<file path="src/rtl/ptw_mem_arbiter_pkg.sv">
// Shared types for the page-table-walker memory arbiter: fault codes,
// arbiter state encoding, latched request payload and debug view.
package ptw_mem_arbiter_pkg;

  localparam int ARB_RR    = 0;
  localparam int ARB_FIXED = 1;

  localparam int ADDR_W = 32;
  localparam int DATA_W = 32;

  typedef enum logic [1:0] {
    FE_NONE         = 2'd0,
    FE_PAGE_FAULT   = 2'd1,
    FE_ACCESS_FAULT = 2'd2
  } FaultTy;

  typedef enum logic [1:0] {
    IDLE      = 2'd0,
    ISSUE     = 2'd1,
    WAIT_RESP = 2'd2
  } arbstate;

  typedef struct packed {
    logic [ADDR_W-1:0] addr;
    logic              wen;
    logic [DATA_W-1:0] wdata;
  } req_payload_t;

  typedef struct packed {
    arbstate state;
    logic    owner;
    logic    last_grant;
  } arb_dbg_t;

endpackage

</file>
<file path="src/rtl/CacheReq.sv">
// Cache request bundle. A transfer happens on a cycle where valid & ready are
// both high; the sender holds addr/wen/wdata stable until then.
interface CacheReq;
  import ptw_mem_arbiter_pkg::*;

  logic              valid;
  logic [ADDR_W-1:0] addr;
  logic              wen;
  logic [DATA_W-1:0] wdata;
  logic              ready;

  modport master (output valid, output addr, output wen, output wdata, input ready);
  modport slave  (input valid, input addr, input wen, input wdata, output ready);
endinterface

</file>
<file path="src/rtl/CacheResp.sv">
// Cache response bundle: a single-cycle valid pulse carrying read data and
// fault status; there is no back-pressure.
interface CacheResp;
  import ptw_mem_arbiter_pkg::*;

  logic              valid;
  logic [DATA_W-1:0] rdata;
  logic              error;
  FaultTy            errty;

  modport source (output valid, output rdata, output error, output errty);
  modport sink   (input valid, input rdata, input error, input errty);
endinterface

</file>
<file path="src/rtl/rr_arbiter2.sv">
// Two-way combinational arbiter: round-robin against the last winner, or
// fixed priority to port 0 when mode is set.
module rr_arbiter2 (
  input  logic valid0,
  input  logic valid1,
  input  logic last,
  input  logic mode,
  output logic grant0,
  output logic grant1
);

  // On a tie, round-robin favours the port that did not win last time.
  assign grant0 = valid0 & (~valid1 | mode | last);
  assign grant1 = valid1 & (~valid0 | (~mode & ~last));

endmodule

</file>
<file path="src/rtl/ptw_mem_arbiter.sv">
// Shares one cache port between the instruction-side (port 0) and data-side
// (port 1) page table walkers, one transaction in flight at a time.
module ptw_mem_arbiter
  import ptw_mem_arbiter_pkg::*;
#(
  parameter int PRIORITY_MODE = ARB_RR,
  parameter int LOG_ENABLE    = 0
) (
  input  logic            clk,
  input  logic            reset,
  CacheReq.slave          req0,
  CacheResp.source        resp0,
  CacheReq.slave          req1,
  CacheResp.source        resp1,
  CacheReq.master         memreq,
  CacheResp.sink          memresp,
  output logic            busy,
  output logic [31:0]     grant_cnt0,
  output logic [31:0]     grant_cnt1,
  output arb_dbg_t        dbg
);

  arbstate      state;
  logic         owner;
  logic         last_grant;
  req_payload_t s_req;

  logic grant0, grant1;
  logic acc0, acc1;
  logic resp_fire;

  rr_arbiter2 u_arb (
    .valid0 (req0.valid),
    .valid1 (req1.valid),
    .last   (last_grant),
    .mode   (PRIORITY_MODE == ARB_FIXED),
    .grant0 (grant0),
    .grant1 (grant1)
  );

  assign req0.ready = (state == IDLE) & grant0;
  assign req1.ready = (state == IDLE) & grant1;
  assign acc0       = req0.valid & req0.ready;
  assign acc1       = req1.valid & req1.ready;

  always_ff @(posedge clk) begin
    if (reset) begin
      state      <= IDLE;
      owner      <= 1'b0;
      last_grant <= 1'b1;
      s_req      <= '0;
      grant_cnt0 <= '0;
      grant_cnt1 <= '0;
    end else begin
      case (state)
        IDLE: begin
          if (acc0) begin
            s_req      <= '{addr: req0.addr, wen: req0.wen, wdata: req0.wdata};
            owner      <= 1'b0;
            last_grant <= 1'b0;
            grant_cnt0 <= grant_cnt0 + 32'd1;
            state      <= ISSUE;
          end else if (acc1) begin
            s_req      <= '{addr: req1.addr, wen: req1.wen, wdata: req1.wdata};
            owner      <= 1'b1;
            last_grant <= 1'b1;
            grant_cnt1 <= grant_cnt1 + 32'd1;
            state      <= ISSUE;
          end
        end
        // Writes complete on the handshake; reads wait for one response.
        ISSUE: begin
          if (memreq.ready) state <= s_req.wen ? IDLE : WAIT_RESP;
        end
        WAIT_RESP: begin
          if (memresp.valid) state <= IDLE;
        end
        default: state <= IDLE;
      endcase
    end
  end

  assign memreq.valid = (state == ISSUE);
  assign memreq.addr  = s_req.addr;
  assign memreq.wen   = s_req.wen;
  assign memreq.wdata = s_req.wdata;

  // Responses outside WAIT_RESP (stale or spurious) are never routed.
  assign resp_fire = (state == WAIT_RESP) & memresp.valid;

  assign resp0.valid = resp_fire & ~owner;
  assign resp0.rdata = ~owner ? memresp.rdata : '0;
  assign resp0.error = ~owner ? memresp.error : 1'b0;
  assign resp0.errty = ~owner ? memresp.errty : FE_NONE;

  assign resp1.valid = resp_fire & owner;
  assign resp1.rdata = owner ? memresp.rdata : '0;
  assign resp1.error = owner ? memresp.error : 1'b0;
  assign resp1.errty = owner ? memresp.errty : FE_NONE;

  assign busy = (state != IDLE);

  always_comb begin
    dbg = '0;
    if (LOG_ENABLE != 0) begin
      dbg.state      = state;
      dbg.owner      = owner;
      dbg.last_grant = last_grant;
    end
  end

endmodule

</file>
<file path="src/flat_wrapper.sv">
// flat-port wrapper written by rule: the top's interface ports become plain ports
module ptw_mem_arbiter_flat import ptw_mem_arbiter_pkg::*;
#(
  parameter int PRIORITY_MODE = ARB_RR,
  parameter int LOG_ENABLE    = 0
)
  (clk, reset, busy, grant_cnt0, grant_cnt1, dbg, req0_valid, req0_addr, req0_wen, req0_wdata, req0_ready, resp0_valid, resp0_rdata, resp0_error, resp0_errty, req1_valid, req1_addr, req1_wen, req1_wdata, req1_ready, resp1_valid, resp1_rdata, resp1_error, resp1_errty, memreq_valid, memreq_addr, memreq_wen, memreq_wdata, memreq_ready, memresp_valid, memresp_rdata, memresp_error, memresp_errty);
  CacheReq req0_i ();
  CacheResp resp0_i ();
  CacheReq req1_i ();
  CacheResp resp1_i ();
  CacheReq memreq_i ();
  CacheResp memresp_i ();
  input  logic clk;
  input  logic reset;
  output logic busy;
  output logic [31:0] grant_cnt0;
  output logic [31:0] grant_cnt1;
  output arb_dbg_t dbg;
  input wire logic [$bits(req0_i.valid)-1:0] req0_valid;
  input wire logic [$bits(req0_i.addr)-1:0] req0_addr;
  input wire logic [$bits(req0_i.wen)-1:0] req0_wen;
  input wire logic [$bits(req0_i.wdata)-1:0] req0_wdata;
  output wire logic [$bits(req0_i.ready)-1:0] req0_ready;
  output wire logic [$bits(resp0_i.valid)-1:0] resp0_valid;
  output wire logic [$bits(resp0_i.rdata)-1:0] resp0_rdata;
  output wire logic [$bits(resp0_i.error)-1:0] resp0_error;
  output wire logic [$bits(resp0_i.errty)-1:0] resp0_errty;
  input wire logic [$bits(req1_i.valid)-1:0] req1_valid;
  input wire logic [$bits(req1_i.addr)-1:0] req1_addr;
  input wire logic [$bits(req1_i.wen)-1:0] req1_wen;
  input wire logic [$bits(req1_i.wdata)-1:0] req1_wdata;
  output wire logic [$bits(req1_i.ready)-1:0] req1_ready;
  output wire logic [$bits(resp1_i.valid)-1:0] resp1_valid;
  output wire logic [$bits(resp1_i.rdata)-1:0] resp1_rdata;
  output wire logic [$bits(resp1_i.error)-1:0] resp1_error;
  output wire logic [$bits(resp1_i.errty)-1:0] resp1_errty;
  output wire logic [$bits(memreq_i.valid)-1:0] memreq_valid;
  output wire logic [$bits(memreq_i.addr)-1:0] memreq_addr;
  output wire logic [$bits(memreq_i.wen)-1:0] memreq_wen;
  output wire logic [$bits(memreq_i.wdata)-1:0] memreq_wdata;
  input wire logic [$bits(memreq_i.ready)-1:0] memreq_ready;
  input wire logic [$bits(memresp_i.valid)-1:0] memresp_valid;
  input wire logic [$bits(memresp_i.rdata)-1:0] memresp_rdata;
  input wire logic [$bits(memresp_i.error)-1:0] memresp_error;
  input wire logic [$bits(memresp_i.errty)-1:0] memresp_errty;
  assign req0_i.valid = req0_valid;
  assign req0_i.addr = req0_addr;
  assign req0_i.wen = req0_wen;
  assign req0_i.wdata = req0_wdata;
  assign req0_ready = req0_i.ready;
  assign resp0_valid = resp0_i.valid;
  assign resp0_rdata = resp0_i.rdata;
  assign resp0_error = resp0_i.error;
  assign resp0_errty = resp0_i.errty;
  assign req1_i.valid = req1_valid;
  assign req1_i.addr = req1_addr;
  assign req1_i.wen = req1_wen;
  assign req1_i.wdata = req1_wdata;
  assign req1_ready = req1_i.ready;
  assign resp1_valid = resp1_i.valid;
  assign resp1_rdata = resp1_i.rdata;
  assign resp1_error = resp1_i.error;
  assign resp1_errty = resp1_i.errty;
  assign memreq_valid = memreq_i.valid;
  assign memreq_addr = memreq_i.addr;
  assign memreq_wen = memreq_i.wen;
  assign memreq_wdata = memreq_i.wdata;
  assign memreq_i.ready = memreq_ready;
  assign memresp_i.valid = memresp_valid;
  assign memresp_i.rdata = memresp_rdata;
  assign memresp_i.error = memresp_error;
  assign memresp_i.errty = memresp_errty;
  ptw_mem_arbiter #(.PRIORITY_MODE(PRIORITY_MODE), .LOG_ENABLE(LOG_ENABLE)) u_core (.clk(clk), .reset(reset), .req0(req0_i), .resp0(resp0_i), .req1(req1_i), .resp1(resp1_i), .memreq(memreq_i), .memresp(memresp_i), .busy(busy), .grant_cnt0(grant_cnt0), .grant_cnt1(grant_cnt1), .dbg(dbg));
endmodule
</file>
<file path="config.mk">
export PLATFORM = sky130hd
export DESIGN_NAME = ptw_mem_arbiter_flat
export DESIGN_NICKNAME = d
export VERILOG_FILES = /design/src/rtl/ptw_mem_arbiter_pkg.sv /design/src/rtl/CacheReq.sv /design/src/rtl/CacheResp.sv /design/src/rtl/rr_arbiter2.sv /design/src/rtl/ptw_mem_arbiter.sv /design/src/flat_wrapper.sv
export SDC_FILE = /design/constraint.sdc
export NUM_CORES = 1
export LEC_CHECK = 0
export CAP_MARGIN = 20
export CORE_AREA = 2 2 146 148
export CTS_CLUSTER_DIAMETER = 200
export DETAILED_ROUTE_END_ITERATION = 8
export DIE_AREA = 0 0 148 150
export PLACE_DENSITY = 0.69
export RECOVER_POWER = 25
export SETUP_SLACK_MARGIN = 0.4
export SYNTH_ARGS = -nofsm -noshare
export SYNTH_HDL_FRONTEND = slang
export SYNTH_SLANG_ARGS = --single-unit
</file>
<file path="constraint.sdc">
create_clock -name clk -period 3.25 [get_ports clk]
set_clock_uncertainty 0.2 [all_clocks]
set_input_delay 0.8125 -clock clk [delete_from_list [all_inputs] [get_ports clk]]
set_output_delay 0.8125 -clock clk [all_outputs]
set_load 0.01 [all_outputs]
</file>
==> impl_results.md, run 1 <==
* Status: finished clean
* Gate Count Post-Synth at approximately 800
* Via density per instance at just under 5
* Critical path startpoint category: input port
* Fin crit share at between 80% and 90%
* WP buf/inv at 2
* Area delta synth->final at 71.24%
* Met2 wire length at ~12000 um
* TritonCTS buffer count at 17
* Worst-Margin Slew at ~1.1 ns
* Die height at about 150 um
* Ys async rst share at 0%
* Met3 wire len at between 1500 and 2000 um
* Hpwl dp at approximately 19000 um
* Primary FF master, synth: dfxtp_1
* F_max at about 350 MHz
* Clock Tree Buf Depth at 2
* Hold Path Class: flip-flop to flip-flop
* Final Non-Filler Cells at about 1500
* Worst hold margin at between 0.2 and 0.3 ns
* Detail Route Antenna Nets at 0
* First-pass GRT wire length at 37210 um
* Post-Syn Area at roughly 6400 um^2
* Post-CTS setup buffer count at 0
* Gpl congestion at 0.8603
* Max-slew headroom at 28.24%
* Maxcap violations at 0
* Max Fanout on Critical Path at 3
* Origin of the worst setup path: memresp_valid
* CTS tree: built
* Largest net degree at the start of global routing at between 60 and 70
* CP Cell Sequence: dlygate4sd3_1 > nand2_1 > nor2_1 > clkdlybuf4s15_1
* Nets at 1360
* CTS hold repair buffers at 0
* FILL cells at 2028
* Clk Latency, worst-skew pair at between 0.4 and 0.5 ns
* Pins Over Slew Limit at 0
* Ys Warns at 0
* # port buffers at between 300 and 400
* Core Area at a little over 20000 um^2
* Vias in the first global route at between 6000 and 7000
* Io pins at 380
* Tmin final at around 2.9 ns
* Clock sinks at 133
* Flops & latches, synth at 133
* Starting Density at between 30% and 40%
* GRT Util Overall at a little over a fifth
* Top routing layer in use: met4
* Largest area contributor in the netlist: dfxtp_1
* Placed cell count at about 1400
* Layout cells sized above 1 at under 10%
* Seq. cell area at between 2000 and 3000 um^2
* Power Density at 436.4 nW/um^2
* Critical Path RT at around 2.2 ns
* Crit-path max cell delay at about 0.57 ns
* DRC at 0
* Setup CP Type: input port to output port
* Placed Area at between 10000 and 15000 um^2
* Wirelength per Cell at ~17 um
* Register area share after synthesis at between 40% and 50%
* Grt ovf at 0
* Post-synth EDFFs at 0
* Post-synth top area share at 41.47%
* Row cnt at 53
* H-tree Lvls at 4
* Distinct cells, synth at 44
* Synth Area per Inst at roughly 7.8 um^2
* Slowest CP cell: dlygate4sd3_1
* Leakage at 4.392 nW
* M1 wire length at 10020 um
* Top cells by count, synth: 158 x nand2_1, 135 x nor2_1, 133 x dfxtp_1
* RSZ-0062 raised after global routing: false
* Die Span X at between 100 and 150 um
* Initial drt markers at ~340
* Worst r2r src: u_core.state[1]
* Routed WL at 24820 um
* Most frequent cell after synthesis: nand2_1
* Post-route setup TNS at 0 ns
* Area contributors post-synth: dfxtp_1 41%, nand2_1 9.2%, a311oi_1 8.9%
* Drt first pass iters at 4
* Initial antenna violation count at 0
* DR vias at 7110
* Die area at 22200 um^2
* Max VDD drop at 322.4 uV
* Hold Vio Cnt, Final at 0
* Worst EP arrival at around 1.9 ns
* Clk slew on worst S/H paths at around 0.060 ns
* CP delay by family, top: buffers and inverters
* Min-delay src: u_core.grant_cnt1[31]
* Area of the multi-input gates at between 3000 and 4000 um^2
* Clock root buffer master: clkbuf_16
* Final non-filler cell area at 11000 um^2
* Critical path capture point type: output port
* Final setup fails at 0
* Diode count at 0
-- worst reg2reg max path, cell delays in order (launching register included) --
cell	delay (ns)
dfxtp_1	0.36
or3b_4	0.41
or2_0	0.27
inv_1	0.11
buf_6	0.33
nand4_2	0.23
or4_1	0.51
a21oi_1	0.14
-- state kept, by name, indices dropped and copies added (netlist names) --
name                 cells
u_core.memreq.wen        1
u_core.grant_cnt1       32
u_core.memreq.wdata     32
u_core.grant_cnt0       32
u_core.state             2
u_core.last_grant        1
u_core.memreq.addr      32
u_core.owner             1
-- cells by family after synthesis --
kind of cell    Yosys count  share of synthesized area (%)
flops                   133                          41.47
compound gates           87                          10.81
simple gates            474                          35.31
other cells               1                        0.05840
mux                       2                         0.3312
xor+xnor                 52                          7.093
fa+ha+maj                 2                         0.3896
buf+inv                  71                          4.540
-- through the flow --
step           util (%)  worst slack, ns  total power, mW
2_1_floorplan         -           0.4377            2.321
3_3_place_gp      51.05          -0.4564            3.023
3_5_place_dp      51.05          -0.4732            3.035
4_1_cts           53.47           0.3335            4.899
5_1_grt           53.14           0.3261            5.004
6_report          53.14           0.3880            4.798
-- power by group --
group | internal, mW | switching [mW] | total [mW]
clock | 1.11 | 0.781 | 1.89
sequential | 1.75 | 0.0781 | 1.82
combinational | 0.573 | 0.514 | 1.09
total | 3.42 | 1.37 | 4.80
-- layout by cell type (no fill, tap or decap), types with 19 or more instances in the layout --
cell type and count:
and2_1 40, a311oi_1 65, nor2b_1 38, dlygate4sd2_1 70, nand2_1 158, dfxtp_1 132, xor2_1 29, xnor2_1 23
dlygate4sd3_1 51, clkdlybuf4s50_1 246, nand4_1 26, nand3_1 19, nor2_1 135
-- final timing paths --
kind | end | slack [ns] | cells past startpoint
min | u_core.grant_cnt1[31] | 0.28 | 2
max | resp0_valid | 0.39 | 4
max reg2reg | u_core.grant_cnt0[29] | 0.61 | 7
min reg2reg | u_core.grant_cnt1[31] | 0.28 | 2
-- what timing repair did --
action	4_1_cts	5_1_grt
cloned	0	0
resized for setup	91	7
endpoints found under the setup margin	123	8
-- routing by layer --
layer	GRT usage (%)	vias to the layer above
met3	5.366	34
met4	7.619	0
met1	24.78	3273
li1	-	3543
met2	38.43	260
met5	0	-
-- cell type report --
cell class | count | area share [%]
repair buffers | 404 | 35.57
inverters | 10 | 0.3414
clock buffers | 20 | 4.153
multi-input cells | 621 | 31.47
well taps | 275 | 3.129
clock inverters | 12 | 1.081
flip-flops and latches | 133 | 24.25
Power figures use the tool's default switching activity.
==> run 2, diff against run 1 <==
Settings changed: DONT_BUFFER_PORTS set to 1, PLACE_DENSITY 0.69 to unset, SLEW_MARGIN set to 0.
==> run 2 against run 1 <==
Net effect:
- maximum frequency is 0.62% higher
- register-to-register slack better by 0.16 ns
- wire length is 16% lower
- cell count is 26% lower
- clock power hardly changed
- setup slack better by 0.018 ns
- final area is 34% lower
- first-iteration DRC count is 8.9% lower
- critical path type is now flip-flop to output port
- largest power group unchanged
==> impl_results.md, run 2 (same netlist as run 1, synthesis figures left out) <==
* CTS tree: built
* DRC at 0
* H-tree Lvls at 4
* # port buffers at 0
* Hold Path Class: input port to flip-flop
* Placed Area at around 6700 um^2
* Wirelength per Cell at between 15 and 20 um
* Core Area at 20690 um^2
* Max Fanout on Critical Path at 6
* RSZ-0062 raised after global routing: false
* Crit-path max cell delay at just over 0.5 ns
* Fin crit share at a little under 90%
* Final non-filler cell area at 7268 um^2
* Gpl congestion at just over 0.8
* TritonCTS buffer count at 17
* WP buf/inv at 1
* CP delay by family, top: simple AND/OR/NAND/NOR gates
* Pins Over Slew Limit at 0
* Layout cells sized above 1 at between 7 and 8%
* Commonest cells after routing, fill and taps aside: 158 x nand2_1, 134 x nor2_1, 132 x dfxtp_1
* GRT Util Overall at about 17%
* Hold Vio Cnt, Final at 0
* DR vias at ~5700
* Initial antenna violation count at 1
* FF-to-FF setup slack at slightly below 0.8 ns
* Critical Path RT at roughly 2.2 ns
* Area of the multi-input gates at ~3500 um^2
* Row cnt at 53
* Critical path startpoint category: flip-flop
* Clk slew on worst S/H paths at 0.07 ns
* Post-route setup TNS at 0 ns
* Power Density at roughly 590 nW/um^2
* Most common cell after layout, fill and taps aside: nand2_1
* Die height at 150 um
* Clock sinks at roughly 130
* Hpwl dp at between 15000 and 20000 um
* Die Span X at 148 um
* Max VDD drop at between 200 and 300 uV
* Io pins at 380
* Grt ovf at 0
* Area delta synth->final at 13.19%
* Worst hold margin at 0.2635 ns
* Routed WL at between 20000 and 25000 um
* Via density per instance at roughly 5.2
* End-of-flow core utilization at roughly a third
* Clk Latency, worst-skew pair at between 0.4 and 0.5 ns
* Seq. cell area at ~2700 um^2
* Total Power at roughly 4.3 mW
* Detail Route Antenna Nets at 0
* Maxcap violations at 0
* Critical path capture point type: output port
* Clock Tree Buf Depth at 2
* Slowest CP cell: or3b_1
* Largest net degree at the start of global routing at approximately 140
* First-pass GRT wire length at roughly 29000 um
* Status: finished clean
* Nets at approximately 1000
* FILL cells at ~2100
* CP Cell Sequence: or3b_1 > or2_2 > inv_4
* Clock root buffer master: clkbuf_16
* Post-CTS setup buffer count at 0
* Vias in the first global route at 5083
* Tmin final at 2.844 ns
* Initial drt markers at 307
* Leakage at approximately 2.6 nW
* Worst EP arrival at 1.83 ns
* Starting Density at between 30% and 40%
* Die area at about 22000 um^2
* Drt first pass iters at 4
* Setup CP Type: flip-flop to output port
* F_max at around 350 MHz
* Final setup fails at 0
-- run 2: changes by cell type in the layout (fill, tap and decap cells not counted), sizes merged --
cell | before | now
dlygate4sd2 | 70 | 0
clkdlybuf4s50 | 246 | 0
clkinv | 4 | 2
inv | 14 | 18
diode | 0 | 2
dlygate4sd3 | 51 | 0
buf | 25 | 15
clkdlybuf4s15 | 2 | 0
dlymetal6s2s | 1 | 0
clkbuf | 29 | 19
-- run 2: where the power goes --
part | internal [mW] | leakage [nW] | switching [mW]
logic | 0.178 | 1.24 | 0.323
clock network | 1.10 | 0.277 | 0.813
registers | 1.75 | 1.09 | 0.156
-- run 2: per-layer routing --
metal	GRT usage, %	part of all wire, %
met4	5.429	1.6
met1	20.76	41
met5	0	0
met3	5.640	8.7
met2	28.96	49
-- run 2: worst register-to-register path, cell delays in order, from the launching register on --
cell,delay (ns)
dfxtp_1,0.38
or3b_4,0.45
or4b_1,0.71
nor4_1,0.42
xnor2_1,0.17
nor2_1,0.05
-- run 2: final timing paths --
kind                          start                     to  cells after the start
setup / recovery    u_core.state[1]             req0_ready                      3
hold / removal                reset  u_core.grant_cnt1[20]                      1
setup reg to reg    u_core.state[1]  u_core.grant_cnt1[27]                      5
hold reg to reg   u_core.last_grant      u_core.last_grant                      1
-- run 2: area by class of cell --
cell class,instances,area share [%]
clock inverters,14,1.911
multi-input cells,621,47.93
clock buffers,18,6.042
inverters,10,0.5509
well taps,275,4.734
diodes,2,0.06886
repair buffers,16,2.117
flip-flops and latches,133,36.65
-- run 2: repair_timing --
action | CTS | global route
setup endpoints to repair | 0 | 1
gates resized for setup | 0 | 1
hold buffers | 0 | 0
-- run 2: stage by stage --
step | std cells | worst slack, ns
finish | 1089 | 0.4056
global route | 1089 | 0.3385
CTS | 1087 | 0.4161
detailed placement | 1055 | 0.3974
global placement | 1055 | 0.4231
floorplan | 825 | 0.4377
==> run 3, diff against run 2 <==
Settings changed: SLEW_MARGIN 0 to 20.
==> results of run 3 <==
No change in the layout: final DEF, timing and power equal those of run 2.
